`src/rtl/idct_2d_mac_if.sv`:
```
// idct_2d_mac_if: coefficient/pixel handshake between dequantizer, IDCT and pixel writer.
interface idct_2d_mac_if #(
    parameter int COEF_W = 12
);
    logic                  start;
    logic [64*COEF_W-1:0]  coef_data;
    logic                  busy;
    logic                  done;
    logic [511:0]          pix_out;
    modport master (output start, coef_data, input busy, done, pix_out);
    modport slave (input start, coef_data, output busy, done, pix_out);
endinterface

```
`src/rtl/idct_2d_mac.sv`:
```
// idct_2d_mac: 8x8 separable 2D inverse DCT on one time-shared MAC, row pass then column pass.
module idct_2d_mac #(
    parameter int COEF_W = 12,
    parameter int ROW_W  = 16,
    parameter int FRAC   = 12
) (
    input logic          clock,
    input logic          reset,
    idct_2d_mac_if.slave bus
);
    typedef enum logic [1:0] {IDLE, ROW, COL, DONE} state_t;
    localparam logic signed [13:0] COS [9] = '{14'sd2048, 14'sd2009, 14'sd1892, 14'sd1703,
                                               14'sd1448, 14'sd1138, 14'sd784, 14'sd400, 14'sd0};
    localparam logic signed [31:0] RMAX = 2**(ROW_W-1) - 1;
    localparam logic signed [31:0] RMIN = -(2**(ROW_W-1));
    state_t state;
    logic [10:0] cnt;
    logic signed [COEF_W-1:0] coef [64];
    logic signed [ROW_W-1:0] rbuf [64];
    logic [511:0] obuf, obuf_nxt;
    logic signed [13:0] k;
    logic signed [ROW_W-1:0] a, r_sat;
    logic signed [31:0] prod, acc, sum, rnd, pv;
    logic [7:0] pix;
    logic p_vld, p_first, p_last, p_col;
    logic [5:0] p_idx;
    // cos((2x+1)u*pi/16) folded onto the first quadrant; the 5-bit angle wraps at 2*pi
    function automatic logic signed [13:0] rom(input logic [2:0] u, input logic [2:0] x);
        logic [4:0] m, f, g;
        logic signed [13:0] c;
        m = 5'(7'({x, 1'b1}) * 7'(u));
        f = m > 5'd16 ? 5'd0 - m : m;
        g = f > 5'd8 ? 5'd16 - f : f;
        c = COS[g[3:0]];
        return u == 3'd0 ? 14'sd1448 : f > 5'd8 ? -c : c;
    endfunction
    // Both passes use tap = cnt[2:0] and the output-position bits cnt[5:3] as ROM row/column
    always_comb begin
        k = rom(cnt[2:0], cnt[5:3]);
        a = state == ROW ? ROW_W'(coef[{cnt[8:6], cnt[2:0]}]) : rbuf[{cnt[2:0], cnt[8:6]}];
        sum = (p_first ? 32'sd0 : acc) + prod;
        rnd = (sum + (32'sd1 <<< (FRAC - 1))) >>> FRAC;
        r_sat = rnd > RMAX ? ROW_W'(RMAX) : rnd < RMIN ? ROW_W'(RMIN) : rnd[ROW_W-1:0];
        pv = rnd + 32'sd128;
        pix = pv < 32'sd0 ? 8'd0 : pv > 32'sd255 ? 8'd255 : pv[7:0];
        obuf_nxt = obuf;
        if (p_vld && p_col && p_last)
            obuf_nxt[{p_idx, 3'b000} +: 8] = pix;
    end
    always_ff @(posedge clock) begin
        if (reset) begin
            state <= IDLE;
            cnt <= 11'd0;
            bus.busy <= 1'b0;
            bus.done <= 1'b0;
            bus.pix_out <= '0;
            obuf <= '0;
            acc <= '0;
            prod <= '0;
            p_vld <= 1'b0;
            p_first <= 1'b0;
            p_last <= 1'b0;
            p_col <= 1'b0;
            p_idx <= '0;
        end else begin
            p_vld <= state == ROW || (state == COL && cnt != 11'd1024);
            p_first <= cnt[2:0] == 3'd0;
            p_last <= cnt[2:0] == 3'd7;
            p_col <= state == COL;
            p_idx <= state == ROW ? cnt[8:3] : {cnt[5:3], cnt[8:6]};
            prod <= 32'(a) * 32'(k);
            if (p_vld)
                acc <= sum;
            if (p_vld && !p_col && p_last)
                rbuf[p_idx] <= r_sat;
            obuf <= obuf_nxt;
            case (state)
                IDLE, DONE: begin
                    bus.done <= 1'b0;
                    state <= bus.start ? ROW : IDLE;
                    bus.busy <= bus.start;
                    cnt <= 11'd0;
                    if (bus.start)
                        for (int i = 0; i < 64; i++)
                            coef[i] <= bus.coef_data[i*COEF_W +: COEF_W];
                end
                ROW: begin
                    cnt <= cnt + 11'd1;
                    if (cnt == 11'd511)
                        state <= COL;
                end
                default: begin
                    // one extra cycle drains the last column tap out of the MAC pipeline
                    cnt <= cnt + 11'd1;
                    if (cnt == 11'd1024) begin
                        state <= DONE;
                        bus.busy <= 1'b0;
                        bus.done <= 1'b1;
                        bus.pix_out <= obuf_nxt;
                    end
                end
            endcase
        end
    end
endmodule

```
`src/flat_wrapper.sv`:
```
// flat-port wrapper written by rule: the top's interface ports become plain ports
module idct_2d_mac_flat 
#(
    parameter int COEF_W = 12,
    parameter int ROW_W  = 16,
    parameter int FRAC   = 12
)
  (clock, reset, bus_start, bus_coef_data, bus_busy, bus_done, bus_pix_out);
  idct_2d_mac_if #(.COEF_W(COEF_W)) bus_i ();
  input logic clock;
  input logic reset;
  input wire logic [$bits(bus_i.start)-1:0] bus_start;
  input wire logic [$bits(bus_i.coef_data)-1:0] bus_coef_data;
  output wire logic [$bits(bus_i.busy)-1:0] bus_busy;
  output wire logic [$bits(bus_i.done)-1:0] bus_done;
  output wire logic [$bits(bus_i.pix_out)-1:0] bus_pix_out;
  assign bus_i.start = bus_start;
  assign bus_i.coef_data = bus_coef_data;
  assign bus_busy = bus_i.busy;
  assign bus_done = bus_i.done;
  assign bus_pix_out = bus_i.pix_out;
  idct_2d_mac #(.COEF_W(COEF_W), .ROW_W(ROW_W), .FRAC(FRAC)) u_core (.clock(clock), .reset(reset), .bus(bus_i));
endmodule
```
`config.mk`:
```
export PLATFORM = sky130hd
export DESIGN_NAME = idct_2d_mac_flat
export DESIGN_NICKNAME = d
export VERILOG_FILES = /design/src/rtl/idct_2d_mac_if.sv /design/src/rtl/idct_2d_mac.sv /design/src/flat_wrapper.sv
export SDC_FILE = /design/constraint.sdc
export NUM_CORES = 2
export LEC_CHECK = 0
export CAP_MARGIN = 20
export CORE_AREA = 2 2 503 505
export DETAILED_ROUTE_END_ITERATION = 8
export DIE_AREA = 0 0 505 507
export PLACE_DENSITY = 0.69
export SETUP_SLACK_MARGIN = 0.05
export SYNTH_ARGS = -nofsm -noshare
export SYNTH_HDL_FRONTEND = slang
export SYNTH_SLANG_ARGS = --single-unit
```
`constraint.sdc`:
```
create_clock -name clock -period 80.8 [get_ports clock]
set_input_delay 24.24 -clock clock [delete_from_list [all_inputs] [get_ports clock]]
set_output_delay 24.24 -clock clock [all_outputs]
set_load 0.01 [all_outputs]
```
==> flow_summary.json <==
{
  "layout_commonest_cell": "edfxtp_1",
  "cp_top_family": "buffers and inverters",
  "cts_setup_buffers": 0,
  "antenna_found_initial": 51,
  "core_area_sq_um": 250000,
  "grt_util_all_layers_pct": 29.0,
  "worstSkewPairLatency_ns": 0.99,
  "holdPathEnd": "u_core.bus.pix_out[236]$_SDFFE_PP0P_",
  "synthToLayoutAreaGrowth_pct": 22.8,
  "final_cell_mix": "edfxtp_1, clkdlybuf4s50_1, dfxtp_1",
  "cts_buffer_depth": 4,
  "dp_slack_ns": 52.30,
  "dr_total_vias": 80900,
  "r2r_cells": 47,
  "antenna_left": 0,
  "path_class": "input port to flop",
  "ys_types": 88,
  "synth.top_cell.area_share_pct": 45.5,
  "min_period_ns": 27.62,
  "cts_htree_levels": 5,
  "required_ns": 81.31,
  "synth-edff-count": 1792,
  "gp_congestion": 0.902,
  "drc": 0,
  "r2r_end": "u_core.prod[28]$_SDFF_PP0_",
  "clock_sinks": 2903,
  "fin_skew_ns": 0.117,
  "synth_seq_cells": 2903,
  "drive_above_1_share_pct": 11.2,
  "start_util_pct": 47.2,
  "clock-root-buffer": "clkbuf_16",
  "grt_pass1_wl_microns": 544000,
  "place_inst": 12900,
  "place_hpwl_microns": 265000,
  "hold_ws_ns": 0.415,
  "cap_violations": 0,
  "leakage_nw": 49.0,
  "first_pass_iters": 6,
  "crit_chain": "clkdlybuf4s50_1 > nand2_1 > nor2_4 > buf_12 > buf_12 > buf_4",
  "grt_pass1_vias": 78400,
  "timing.final.ws_setup_ns": 53.18,
  "endpoint_kind": "flop",
  "max_stage_delay_ns": 0.91,
  "setup_tns_ns": 0,
  "outcome": "finished clean",
  "crit_top_cell": "buf_12",
  "max_freq_ghz": 0.0362,
  "vdd_drop_max_mv": 0.197,
  "synth_ff_type": "edfxtp_1",
  "synth.top_cells.by_area": "edfxtp_1, dfxtp_1, mux4_2, o21ai_0, fa_1",
  "grt_overflow": 0,
  "rsz0062_at_grt": "no",
  "crit_buf_inv": 4,
  "io_pins": 1285,
  "rows": 184,
  "detailedRoute.firstIterationViolations": 9606,
  "min_from": "u_core.obuf[236]$_SDFF_PP0_",
  "slowest_stage": "buf_4",
  "period_share_pct": 34.2,
  "avgSynthCellArea_sq_um": 13.8,
  "stdcell_count": 13500,
  "start_kind": "input port",
  "stdcell_area_sq_um": 145000,
  "die-width_microns": 505,
  "worst_slew_pin_slew_ns": 1.44,
  "n_fill_cell": 19400,
  "yosysTopAreaCell": "edfxtp_1",
  "io_buffer_count": 1284,
  "crit_path_max_fanout": 165,
  "hold_depth": 2,
  "syn-num-nets": 9707,
  "syn_inst": 8591,
  "grt_max_degree": 265,
  "wl_microns": 382000,
  "die_y_microns": 507,
  "r2r-start": "u_core.cnt[0]$_SDFF_PP0_",
  "ys_seq_area_share_pct": 64.3,
  "dieArea_sq_um": 256000,
  "power_mw": 6.25,
  "fin_util_pct": 58.0,
  "setup_viol": 0,
  "wire_per_inst_microns": 28.3,
  "pwr_density_cell_nw_per_um2": 43.1,
  "arrival_ns": 28.14,
  "async_flop_share_pct": 0,
  "synth_warnings": 0,
  "syn_area_sq_um": 118000,
  "holdCritPathClass": "flop to flop",
  "cts_resized": 0,
  "cts_tree": "built",
  "r2r_slack_ns": 67.14,
  "final_hold_viol_count": 0,
  "avgViaCountPerCell": 5.99,
  "post_dp_cell_area_sq_um": 135000,
  "path_clk_slew_ns": 0.06,
  "finalMaxSlewViolations": 0,
  "cts_buffers": 314,
  "final_nets": 11000,
  "maxSlewHeadroom_pct": 3.67,
  "cts-hold-fix-buffers": 0
}
==> cells by family (layout without fill, tap and decap cells) <==
| kind of cell | after synthesis | in the layout | share of synthesized area [%] |
|---|---|---|---|
| AO/OA/AOI/OAI | 2139 | 2139 | 11.1 |
| XOR/XNOR | 93 | 93 | 0.700 |
| adder cells (fa/ha/maj) | 345 | 345 | 5.07 |
| buffers and inverters | 767 | 2292 | 2.50 |
| flip-flops | 2903 | 2903 | 64.3 |
| multiplexers | 713 | 713 | 10.2 |
| other | 0 | 35 | 0 |
| AND/OR/NAND/NOR | 1631 | 1631 | 6.10 |
==> state kept, by name (all words and copies together), names as in the netlist, 2 cells and up <==
| name | cells |
|---|---|
| u_core.bus.pix_out | 512 |
| u_core.coef | 768 |
| u_core.state | 2 |
| u_core.acc | 32 |
| u_core.cnt | 11 |
| u_core.prod | 30 |
| u_core.obuf | 512 |
| u_core.p_idx | 6 |
| u_core.rbuf | 1024 |
==> per-layer routing <==
metal / wire [microns] / track usage (%) / share of wire [%]
met2: 179000 / 46.0 / 47
met1: 146000 / 37.8 / 38
met4: 20300 / 14.2 / 5.3
met3: 36700 / 6.35 / 9.6
met5: 189 / 0 / 0.050
==> cell type report <==
cell class | count | area [sq um] | area share, %
Timing Repair Buffer | 1472 | 14400 | 9.90
Clock inverter | 126 | 1230 | 0.851
Inverter | 279 | 1050 | 0.722
Clock buffer | 415 | 8560 | 5.90
Sequential cell | 2903 | 76100 | 52.4
Antenna cell | 35 | 87.6 | 0.0603
Multi-Input combinational cell | 4921 | 39600 | 27.3
Tap cell | 3348 | 4190 | 2.89
==> worst max path at each step <==
stage / startpoint / end / depth (start not counted)
after global placement: bus_start / u_core.coef[63][10]$_DFFE_PP_ / 6
after global routing: bus_start / u_core.coef[61][10]$_DFFE_PP_ / 6
after CTS: bus_start / u_core.coef[61][10]$_DFFE_PP_ / 6
after detailed placement: bus_start / u_core.coef[61][10]$_DFFE_PP_ / 6
after floorplan: reset / u_core.coef[0][0]$_DFFE_PP_ / 5
final: bus_start / u_core.coef[63][9]$_DFFE_PP_ / 6
==> worst min-delay path, cell delays in order (launching register included) <==
cell and delay (ns):
dfxtp_1 0.34, a22oi_1 0.07, o21ai_0 0.06
==> power by group <==
part | total [mW] | internal, mW | switching, mW
registers | 1.90 | 1.86 | 0.0322
clock network | 1.39 | 0.813 | 0.578
logic | 2.97 | 1.18 | 1.78
total | 6.25 | 3.86 | 2.39
==> Yosys cell counts, drive strengths merged (16+ instances only) <==
library cell and count:
nand2 861, a211oi 23, and2 112, nor2b 50, nor2 362, inv 277, and3 17, nor4 16
a22oi 495, a21oi 184, a21o 27, o22ai 23, nand3 51, mux2 29, or3 16, xor2 36
o21ai 1120, buf 96, mux4 388, edfxtp 1792, mux2i 296, o221ai 51, a32o 32, clkbuf 392
nor3 35, nand2b 19, xnor2 56, fa 223, a221oi 51, nand3b 53, dfxtp 1111, ha 122
(Power assumes the default switching activity.)
